**src/rtl/sat_extrinsic_sub_pkg.sv**
```systemverilog
// Shared types and helpers for the extrinsic extractor.
// The clamp here is also used by the combine-side adder.
package sat_extrinsic_sub_pkg;

  localparam int W_DEF       = 6;
  localparam int MAX_DEG_DEF = 8;

  typedef enum logic {
    COLLECT,
    EMIT
  } state_e;

  // Clamp a wide signed value into the w-bit two's complement range
  function automatic logic signed [31:0] sat_w(
    input logic signed [31:0] d,
    input int                 w
  );
    logic signed [31:0] hi;
    logic signed [31:0] lo;
    hi = (32'sd1 <<< (w - 1)) - 32'sd1;
    lo = -(32'sd1 <<< (w - 1));
    if (d > hi) return hi;
    if (d < lo) return lo;
    return d;
  endfunction

endpackage

```
**src/rtl/sat_extrinsic_sub_msg_buf.sv**
```systemverilog
// Per-group message store: one write port, one async read port.
// Out-of-range reads return zero.
module sat_extrinsic_sub_msg_buf
  import sat_extrinsic_sub_pkg::*;
#(
  parameter int W     = W_DEF,
  parameter int DEPTH = MAX_DEG_DEF,
  parameter int AW_IN = $clog2(DEPTH + 1)
) (
  input  logic             clk,
  input  logic             we,
  input  logic [AW_IN-1:0] waddr,
  input  logic [W-1:0]     wdata,
  input  logic [AW_IN-1:0] raddr,
  output logic [W-1:0]     rdata
);

  localparam int AW = (DEPTH > 1) ? $clog2(DEPTH) : 1;

  logic [W-1:0] mem [DEPTH];

  always_ff @(posedge clk) begin
    if (we && (waddr < AW_IN'(DEPTH)))
      mem[waddr[AW-1:0]] <= wdata;
  end

  assign rdata = (raddr < AW_IN'(DEPTH)) ?
                 mem[raddr[AW-1:0]] : '0;

endmodule

```
**src/rtl/sat_extrinsic_sub.sv**
```systemverilog
// Extrinsic extractor: buffers a message group, then streams
// sat(total - msg) per message in arrival order.
module sat_extrinsic_sub
  import sat_extrinsic_sub_pkg::*;
#(
  parameter int W       = W_DEF,
  parameter int MAX_DEG = MAX_DEG_DEF
) (
  input  logic         clk,
  input  logic         rst,
  input  logic [W-1:0] ch_data,
  input  logic         in_valid,
  output logic         in_ready,
  input  logic [W-1:0] in_data,
  input  logic         in_last,
  output logic         out_valid,
  input  logic         out_ready,
  output logic [W-1:0] out_data,
  output logic         out_last,
  output logic         deg_err
);

  localparam int ACC_W = W + $clog2(MAX_DEG + 1);
  localparam int CW    = $clog2(MAX_DEG + 1);
  localparam int DW    = ACC_W + 1;

  state_e                  state;
  logic [CW-1:0]           count;
  logic [CW-1:0]           rd_ptr;
  logic signed [ACC_W-1:0] total;

  logic                    accept;
  logic                    fire_last;
  logic                    ohs;
  logic signed [ACC_W-1:0] acc;
  logic signed [ACC_W-1:0] tot_sel;
  logic [CW-1:0]           rd_addr;
  logic [W-1:0]            rd_data;
  logic [W-1:0]            elem;
  logic signed [DW-1:0]    diff;
  logic [W-1:0]            sat_out;
  logic                    nxt_last;

  assign in_ready  = (state == COLLECT);
  assign accept    = in_valid & in_ready;
  assign fire_last = accept &
                     (in_last | (count == CW'(MAX_DEG - 1)));
  assign ohs       = out_valid & out_ready;

  sat_extrinsic_sub_msg_buf #(
    .W     (W),
    .DEPTH (MAX_DEG),
    .AW_IN (CW)
  ) u_buf (
    .clk   (clk),
    .we    (accept),
    .waddr (count),
    .wdata (in_data),
    .raddr (rd_addr),
    .rdata (rd_data)
  );

  // Precompute the next output so out_data stays a pure register;
  // a single-message group bypasses the not-yet-written buffer.
  always_comb begin
    acc = (count == '0) ?
          ACC_W'($signed(ch_data)) + ACC_W'($signed(in_data)) :
          total + ACC_W'($signed(in_data));
    tot_sel  = (state == COLLECT) ? acc : total;
    rd_addr  = (state == COLLECT) ? '0 : rd_ptr + 1'b1;
    elem     = ((state == COLLECT) && (count == '0)) ?
               in_data : rd_data;
    diff     = DW'(tot_sel) - DW'($signed(elem));
    sat_out  = W'(sat_w(32'(diff), W));
    nxt_last = (state == COLLECT) ? (count == '0) :
               ((rd_ptr + 1'b1) == (count - 1'b1));
  end

  always_ff @(posedge clk) begin
    if (rst) begin
      state     <= COLLECT;
      count     <= '0;
      rd_ptr    <= '0;
      total     <= '0;
      out_valid <= 1'b0;
      out_data  <= '0;
      out_last  <= 1'b0;
      deg_err   <= 1'b0;
    end else begin
      unique case (state)
        COLLECT: begin
          if (accept) begin
            count <= count + 1'b1;
            total <= acc;
            if (fire_last) begin
              state     <= EMIT;
              out_valid <= 1'b1;
              out_data  <= sat_out;
              out_last  <= nxt_last;
              if (!in_last) deg_err <= 1'b1;
            end
          end
        end
        EMIT: begin
          if (ohs) begin
            if (out_last) begin
              state     <= COLLECT;
              count     <= '0;
              rd_ptr    <= '0;
              out_valid <= 1'b0;
              out_last  <= 1'b0;
            end else begin
              rd_ptr   <= rd_ptr + 1'b1;
              out_data <= sat_out;
              out_last <= nxt_last;
            end
          end
        end
      endcase
    end
  end

endmodule

```
**config.mk**
```make
export PLATFORM = sky130hd
export DESIGN_NAME = sat_extrinsic_sub
export DESIGN_NICKNAME = d
export VERILOG_FILES = /design/src/rtl/sat_extrinsic_sub_pkg.sv /design/src/rtl/sat_extrinsic_sub_msg_buf.sv /design/src/rtl/sat_extrinsic_sub.sv
export SDC_FILE = /design/constraint.sdc
export NUM_CORES = 1
export LEC_CHECK = 0
export CAP_MARGIN = 20
export CORE_MARGIN = 5
export CORE_UTILIZATION = 40
export DETAILED_ROUTE_END_ITERATION = 8
export DONT_BUFFER_PORTS = 1
export GPL_ROUTABILITY_DRIVEN = 0
export PLACE_DENSITY = 0.56
export SLEW_MARGIN = 10
export SYNTH_ARGS = -nofsm -noshare
export SYNTH_HDL_FRONTEND = slang
export SYNTH_SLANG_ARGS = --single-unit
```
**constraint.sdc**
```tcl
create_clock -name clk -period 4.85 [get_ports clk]
set_clock_uncertainty 0.05 [all_clocks]
set_input_delay 0.97 -clock clk [delete_from_list [all_inputs] [get_ports clk]]
set_output_delay 0.97 -clock clk [all_outputs]
set_load 0.03 [all_outputs]
```
==> flow_summary.json, run 1 <==
{
  "setup.worst_path.class": "reg2reg",
  "synth_xor_xnor_area_share": 0.0453,
  "synth-simple-area-share": 0.155,
  "synth_area_um2": 4640,
  "die_h_um": 118,
  "antenna_found_initial": 0,
  "yosysWarnings": 0,
  "vdd_drop_max_mv": 0.234,
  "port_buffers": 0,
  "place_inst": 624,
  "required_ps": 5050,
  "die_area_um2": 13900,
  "tightestPinTransition_ps": 1020,
  "worst-path-max-fanout": 11,
  "syn_nets": 537,
  "rsz0062_at_grt": "false",
  "antenna_cells": 0,
  "synth_compound_area_frac": 0.199,
  "setup_viol": 0,
  "clock_path_buffers": 2,
  "layout-drive-gt1-share": 0.0926,
  "synth_flop_cell": "edfxtp_1",
  "netlist_instances": 489,
  "period_share": 0.917,
  "clk_latency_ps": 330,
  "final_hold_viol_count": 0,
  "cts.sinks": 76,
  "cts_made_buffers": 9,
  "tritoncts": "yes",
  "synth_top_cell_area_share": 0.311,
  "ant_nets": 0,
  "grt_pass1_vias": 3601,
  "vias": 3564,
  "ioPinCount": 27,
  "muxShareOfSynthArea": 0.0445,
  "final_nets": 540,
  "dpl.hpwl_mm": 8.16,
  "track_usage": 0.163,
  "grt_pass1_wl_mm": 18.2,
  "synth_top_area_cell": "edfxtp_1",
  "start_util": 0.407,
  "cts_max_level": 3,
  "finalCriticalPeriod_ps": 4450,
  "synthAdderAreaFrac": 0.0884,
  "synthToLayoutAreaGrowth_pct": 10.5,
  "fp.coreArea_um2": 11400,
  "crit_path_start_kind": "flop",
  "post_cts_resized": 0,
  "cts_setup_buffers": 0,
  "drtPass1Iterations": 4,
  "powerDensity_nw_per_um2": 418,
  "synth_cell_types": 62,
  "path_clk_slew_ps": 60,
  "end_kind": "flop",
  "die_w_um": 118,
  "status": "finished, final reports clean",
  "post_drt_wl_per_cell_um": 17.4,
  "synth_area_leaders": "edfxtp_1 (31%), dfxtp_1 (12%), ha_1 (7.5%)",
  "grt_max_degree": 31,
  "tns_ps": 0,
  "yosys_register_bits": 76,
  "p_leak_nw": 1.91,
  "async_flop_share": 0,
  "num_rows": 39,
  "cts-root-buf": "clkbuf_16",
  "vias_per_cell": 5.57,
  "final_util": 0.449,
  "syn_area_per_cell_um2": 9.49,
  "synth_top_family_by_area": "compound AO/OA/AOI/OAI gates",
  "instances_no_fill": 640,
  "ys_seq_area_frac": 0.431,
  "maxSlewViolCount": 0,
  "critPathArrivalTime_ps": 4650,
  "totalWireLength_mm": 11.1,
  "grt_overflow_total": 0,
  "timing.slew.headroom": 0.312,
  "hp-class": "reg2reg",
  "max_freq_ghz": 0.225,
  "drtIter0Drc": 268,
  "drv_cap": 0,
  "hold_buffers": 0,
  "drcViolationCount": 0,
  "synth_edf_count": 48
}
==> layout make-up <==
cell class	instances	area [µm²]
Multi-Input combinational cell	369	2470
Tap cell	143	179
Clock inverter	5	62.6
Timing Repair Buffer	13	97.6
Sequential cell	76	2000
Inverter	23	86.3
Clock buffer	11	233
Fill cell	1123	6290
==> path summary, 6_finish.rpt <==
path	start	to	slack, ps	cells after the start
setup / recovery	state	out_data[3]	400	15
setup reg to reg	state	out_data[3]	400	15
hold reg to reg	total[7]	total[7]	430	2
hold / removal	total[7]	total[7]	430	2
==> routing by layer <==
layer,GRT usage,up-vias,share of wire
met2,0.262,58,0.48
met5,0,-,0
met3,0.0375,2,0.060
met4,0.0530,0,0.0040
li1,-,1791,-
met1,0.218,1713,0.46
==> logic make-up after synthesis <==
group | after synthesis
and+or+nand+nor | 158
muxes | 19
xor gates and xnor gates | 24
buffers and inverters | 44
adders and majority gates | 31
DFF | 76
AOI/OAI and AO/OA | 137
==> report_power, final <==
| part | leakage [nW] | internal (mW) | switching [mW] |
|---|---|---|---|
| Clock | 0.136 | 0.400 | 0.263 |
| Sequential | 0.665 | 0.716 | 0.0404 |
| Combinational | 1.11 | 0.316 | 0.406 |
| Total | 1.91 | 1.43 | 0.710 |
==> cell usage in the layout (no fill, tap or decap), types with 3 or more instances in the layout <==
cell type	netlist	routed
nor2_1	65	65
edfxtp_1	48	48
nand2_1	36	36
a21oi_1	36	36
ha_1	28	28
dfxtp_1	28	28
o21ai_0	24	24
inv_1	22	22
xnor2_1	16	16
nand3_1	15	15
buf_4	0	13
a22oi_1	11	11
mux2_2	10	10
clkbuf_16	0	9
mux2i_1	8	8
xor2_1	8	8
a211oi_1	8	8
nor3_1	8	8
o22ai_1	7	7
nor2b_1	7	7
o21a_1	7	7
a21o_1	6	6
nand2b_1	6	6
a31oi_1	6	6
or3_1	4	4
nor4_1	4	4
o211ai_1	3	3
o21ai_1	3	3
nor3b_1	3	3
o31ai_1	3	3
fa_1	3	3
==> state kept, by name, indices dropped and copies added, names as in the netlist <==
name,count
count,4
deg_err,1
out_data,6
out_last,1
out_valid,1
rd_ptr,4
state,1
total,10
u_buf.mem,48
==> cells in the mapped netlist, types with 10 or more instances <==
cell type and instances:
a21oi_1 36, a22oi_1 11, clkbuf_1 18, dfxtp_1 28, edfxtp_1 48, ha_1 28, inv_1 22, mux2_2 10
nand2_1 36, nand3_1 15, nor2_1 65, o21ai_0 24, xnor2_1 16
==> metrics by stage <==
stage | instance area (µm²) | power [mW] | hold slack, ps | worst slack (ps)
5_1_grt | 5130 | 2.27 | 458 | 137
2_1_floorplan | 4640 | 1.34 | 401 | 281
3_3_place_gp | 4830 | 1.48 | 413 | 185
3_5_place_dp | 4830 | 1.49 | 415 | 136
4_1_cts | 5130 | 2.16 | 425 | 404
6_report | 5130 | 2.14 | 426 | 404
==> worst max-delay path: stages, from the launching register on <==
cell and delay [ps]:
dfxtp_1 610, clkinv_1 400, nor2_1 470, a22oi_1 130, o21ai_0 190, nand2_1 80
o21ai_0 100, a22oi_1 220, ha_1 440, a21oi_4 210, o211ai_2 120, a221oi_2 300
xnor2_1 200, o41ai_4 480, nand3_1 140, a211oi_2 230
(Power assumes the default switching activity.)
==> run 2, diff against run 1 <==
- CORE_MARGIN: 5 -> 1.5
==> flow_summary.json, run 2 (synthesis results as in run 1) <==
{
  "worst-path-max-fanout": 4,
  "path_delay_family": "compound AO/OA/AOI/OAI gates",
  "vias": 3530,
  "setup_viol": 0,
  "crit_path_start_kind": "input port",
  "vias_per_cell": 5.52,
  "grt_overflow_total": 0,
  "grt_pass1_vias": 3518,
  "maxSlewViolCount": 0,
  "crit_chain": "ha_1 > fa_1 > a21o_1 > a21oi_1 > xnor2_1 > mux2_2 > mux2_2 > ha_1 > a21oi_2 > o211ai_2 > a221oi_2 > xnor2_1 > o41ai_4 > nand3_1 > a211oi_2",
  "end_kind": "flop",
  "port_buffers": 0,
  "status": "finished, final reports clean",
  "place_area_um2": 4830,
  "antenna_cells": 0,
  "timing.slew.headroom": 0.353,
  "max_freq_ghz": 0.229,
  "tns_ps": 0,
  "required_ps": 5060,
  "cts_made_buffers": 9,
  "cts_setup_buffers": 0,
  "finalCriticalPeriod_ps": 4370,
  "period_share": 0.900,
  "drtPass1Iterations": 4,
  "start_util": 0.408,
  "ant_nets": 0,
  "post_drt_wl_per_cell_um": 17.2,
  "holdWs_ps": 427,
  "die_w_um": 111,
  "track_usage": 0.189,
  "fp.coreArea_um2": 11400,
  "rsz0062_at_grt": "false",
  "tritoncts": "yes",
  "p_leak_nw": 1.90,
  "cts_max_level": 3,
  "use_met1": 0.249,
  "cpMaxStageDelayCell": "o41ai_4",
  "slowest_delay_ps": 460,
  "totalWireLength_mm": 11.0,
  "crit_cells": 15,
  "gr-usage-met3": 0.0465,
  "worst_r2r_path_depth": 16,
  "cts-root-buf": "clkbuf_16",
  "die_h_um": 111,
  "seq_area_um2": 2000,
  "drcViolationCount": 0,
  "final_util": 0.449,
  "drv_cap": 0,
  "instances_no_fill": 640,
  "dpl.hpwl_mm": 7.94,
  "fin_ws_ps": 483,
  "nFillCells": 1114,
  "met2_usage": 0.311,
  "die_area_um2": 12300,
  "final_nets": 540,
  "grt_max_degree": 31,
  "num_rows": 39,
  "setup.worst_path.class": "in2reg",
  "cp_num_buf_inv": 0,
  "layout-drive-gt1-share": 0.0946,
  "critPathLaunch": "ch_data[0]",
  "fin_total_pwr_mw": 2.09,
  "place_inst": 624,
  "synthToLayoutAreaGrowth_pct": 9.87,
  "clock_path_buffers": 2,
  "multi_input_area_um2": 2470,
  "dp_slack_ps": 150,
  "r2r_start": "rd_ptr[0]",
  "powerDensity_nw_per_um2": 410,
  "ioPinCount": 27,
  "final_area_um2": 5100,
  "post_cts_resized": 0,
  "tightestPinTransition_ps": 963,
  "drtIter0Drc": 260,
  "antenna_found_initial": 0,
  "clk_latency_ps": 330,
  "layout_commonest_cell": "nor2_1",
  "path_clk_slew_ps": 60,
  "vdd_drop_max_mv": 0.184,
  "worstSetupEndpoint": "out_data[3]",
  "cts.sinks": 76,
  "busiest_layer": "met2",
  "critPathArrivalTime_ps": 4580,
  "layout_common_cells": "nor2_1 (65), edfxtp_1 (48), nand2_1 (36), a21oi_1 (36)",
  "hp-class": "reg2reg",
  "final_hold_viol_count": 0,
  "timing.rr.end": "out_data[3]",
  "ff2ff_setup_slack_ps": 650,
  "grt_pass1_wl_mm": 18.3,
  "hold_buffers": 0,
  "largest_reg_flops": 48
}
-- run 2: worst min path at each step --
| stage | startpoint | end | slack [ps] | cells after the start |
|---|---|---|---|---|
| 6_report | total[7] | total[7] | 430 | 2 |
| 5_1_grt | total[7] | total[7] | 450 | 2 |
| 4_1_cts | total[7] | total[7] | 430 | 2 |
| 3_5_place_dp | total[7] | total[7] | 420 | 2 |
| 3_3_place_gp | total[7] | total[7] | 410 | 2 |
| 2_1_floorplan | total[4] | total[4] | 400 | 2 |
-- run 2: area by class of cell --
type                    instances  share of cell area
well taps                     143              0.0351
multi-input cells             369               0.484
inverters                      23              0.0169
clock buffers                  10              0.0449
flip-flops and latches         76               0.393
clock inverters                 6             0.00761
repair buffers                 13              0.0191
-- run 2: layer usage --
layer  vias up  wire, µm
li1       1795         -
met1      1657      5050
met2        69      5260
met3         9       540
met4         0       136
met5         -         0
-- run 2: worst register-to-register path, cell delays in order, from the launching register on --
cell	delay (ps)
dfxtp_1	330
buf_4	380
mux2i_1	320
nor2_1	60
a21oi_1	120
o21ai_0	100
nand2_1	80
o21ai_0	90
a22oi_1	540
ha_1	410
a21oi_4	210
o211ai_2	120
a221oi_2	300
xnor2_1	200
o41ai_4	460
nand3_1	150
a211oi_2	220
-- run 2: power by group --
group          internal [mW]  total [mW]  switching (mW)  leakage, nW
clock network          0.345       0.608           0.263        0.129
logic                  0.318       0.730           0.411         1.11
registers              0.716       0.756          0.0395        0.665
==> run 3, diff against run 2 <==
- PLACE_DENSITY: 0.56 -> default
==> flow_summary.json, run 3 (synthesis results as in run 1) <==
{
  "required_ps": 5070,
  "final_area_um2": 5160,
  "setup.worst_path.class": "reg2reg",
  "clock_path_buffers": 2,
  "grt_pass1_vias": 3635,
  "instances_no_fill": 640,
  "port_buffers": 0,
  "layout_commonest_cell": "nor2_1",
  "crit_path_start_kind": "flop",
  "drv_cap": 0,
  "grt_max_degree": 31,
  "drtIter0Drc": 226,
  "max_freq_ghz": 0.229,
  "worst-path-max-fanout": 10,
  "final_hold_viol_count": 0,
  "dp_slack_ps": 212,
  "die_h_um": 111,
  "clk_latency_ps": 350,
  "drt-met1-wl_mm": 5.20,
  "cts.sinks": 76,
  "setup_viol": 0,
  "die_area_um2": 12300,
  "grt_overflow_total": 0,
  "timing.rr.end": "out_data[3]",
  "final_util": 0.454,
  "rsz0062_at_grt": "false",
  "post_drt_wl_per_cell_um": 17.2,
  "fp.coreArea_um2": 11400,
  "nFillCells": 1079,
  "track_usage": 0.191,
  "ant_nets": 0,
  "path_clk_slew_ps": 60,
  "maxSlewViolCount": 0,
  "status": "finished, final reports clean",
  "routed.top_layer": "met4",
  "met3_length_um": 424,
  "powerDensity_nw_per_um2": 433,
  "period_share": 0.902,
  "critPathLaunch": "count[1]",
  "worstSetupEndpoint": "out_data[3]",
  "antenna_cells": 0,
  "ff2ff_setup_slack_ps": 480,
  "tritoncts": "yes",
  "hp-class": "reg2reg",
  "vias": 3605,
  "timing.slew.headroom": 0.398,
  "vdd_drop_max_mv": 0.219,
  "start_util": 0.408,
  "cts_made_buffers": 9,
  "final_nets": 540,
  "tightestPinTransition_ps": 896,
  "ioPinCount": 27,
  "place_inst": 624,
  "antenna_found_initial": 0,
  "place_area_um2": 4830,
  "dpl.hpwl_mm": 7.99,
  "fin_total_pwr_mw": 2.23,
  "holdWs_ps": 428,
  "grt_pass1_wl_mm": 18.5,
  "fin_ws_ps": 477,
  "p_leak_nw": 1.93,
  "layout_common_cells": "nor2_1 (65), edfxtp_1 (48), nand2_1 (36), a21oi_1 (36)",
  "end_kind": "flop",
  "post_cts_resized": 0,
  "drcViolationCount": 0,
  "tns_ps": 0,
  "totalWireLength_mm": 11.0,
  "wl_met2_mm": 5.12,
  "layout-drive-gt1-share": 0.0946,
  "finalCriticalPeriod_ps": 4370,
  "num_rows": 39,
  "cts-root-buf": "clkbuf_16",
  "synthToLayoutAreaGrowth_pct": 11.1,
  "cts_max_level": 3,
  "drtPass1Iterations": 4,
  "critPathArrivalTime_ps": 4590,
  "largest_reg_flops": 48,
  "hold_buffers": 0,
  "worst_r2r_path_depth": 14,
  "vias_per_cell": 5.63,
  "die_w_um": 111,
  "r2r_start": "count[1]",
  "cts_setup_buffers": 0
}
==> run 3: cell types whose count changed in the layout (fill, tap and decap cells not counted) <==
cell	change
inv_6	+1
clkinv_4	+2
clkinv_2	-3
bufinv_16	+2
clkinvlp_4	-2
==> run 3: cell type report <==
class,count,area [µm²],area share
repair buffers,13,97.6,0.0189
clock buffers,10,229,0.0444
multi-input cells,369,2470,0.479
flip-flops and latches,76,2000,0.388
inverters,23,86.3,0.0167
well taps,143,179,0.0347
clock inverters,6,95.1,0.0184
==> run 3: report_power, final <==
group / internal (mW) / total [mW] / switching, mW
clock: 0.456 / 0.742 / 0.285
sequential: 0.716 / 0.755 / 0.0392
combinational: 0.316 / 0.733 / 0.417
total: 1.49 / 2.23 / 0.741
==> run 3: worst max-delay path, stage by stage, from the launching register on <==
cell,delay [ps]
dfxtp_1,390
inv_1,110
ha_1,200
nand2_1,270
nor2_1,500
a21oi_1,210
a22oi_1,500
ha_1,400
a21oi_4,210
o211ai_2,130
a221oi_2,300
xnor2_1,190
o41ai_4,470
nand3_1,150
a211oi_2,220
==> run 3: how the worst min path moves through the flow <==
stage	startpoint	to	slack (ps)	depth (start not counted)
3_5_place_dp	total[4]	total[4]	430	2
2_1_floorplan	total[4]	total[4]	400	2
3_3_place_gp	total[4]	total[4]	410	2
4_1_cts	total[4]	total[4]	440	2
6_report	total[4]	total[4]	430	2
5_1_grt	total[7]	total[7]	460	2
==> run 3: layer usage <==
layer  GRT usage  vias up
met5           0        -
met4      0.0829        0
met3      0.0421       19
met2       0.313       55
met1       0.243     1739
li1            -     1792
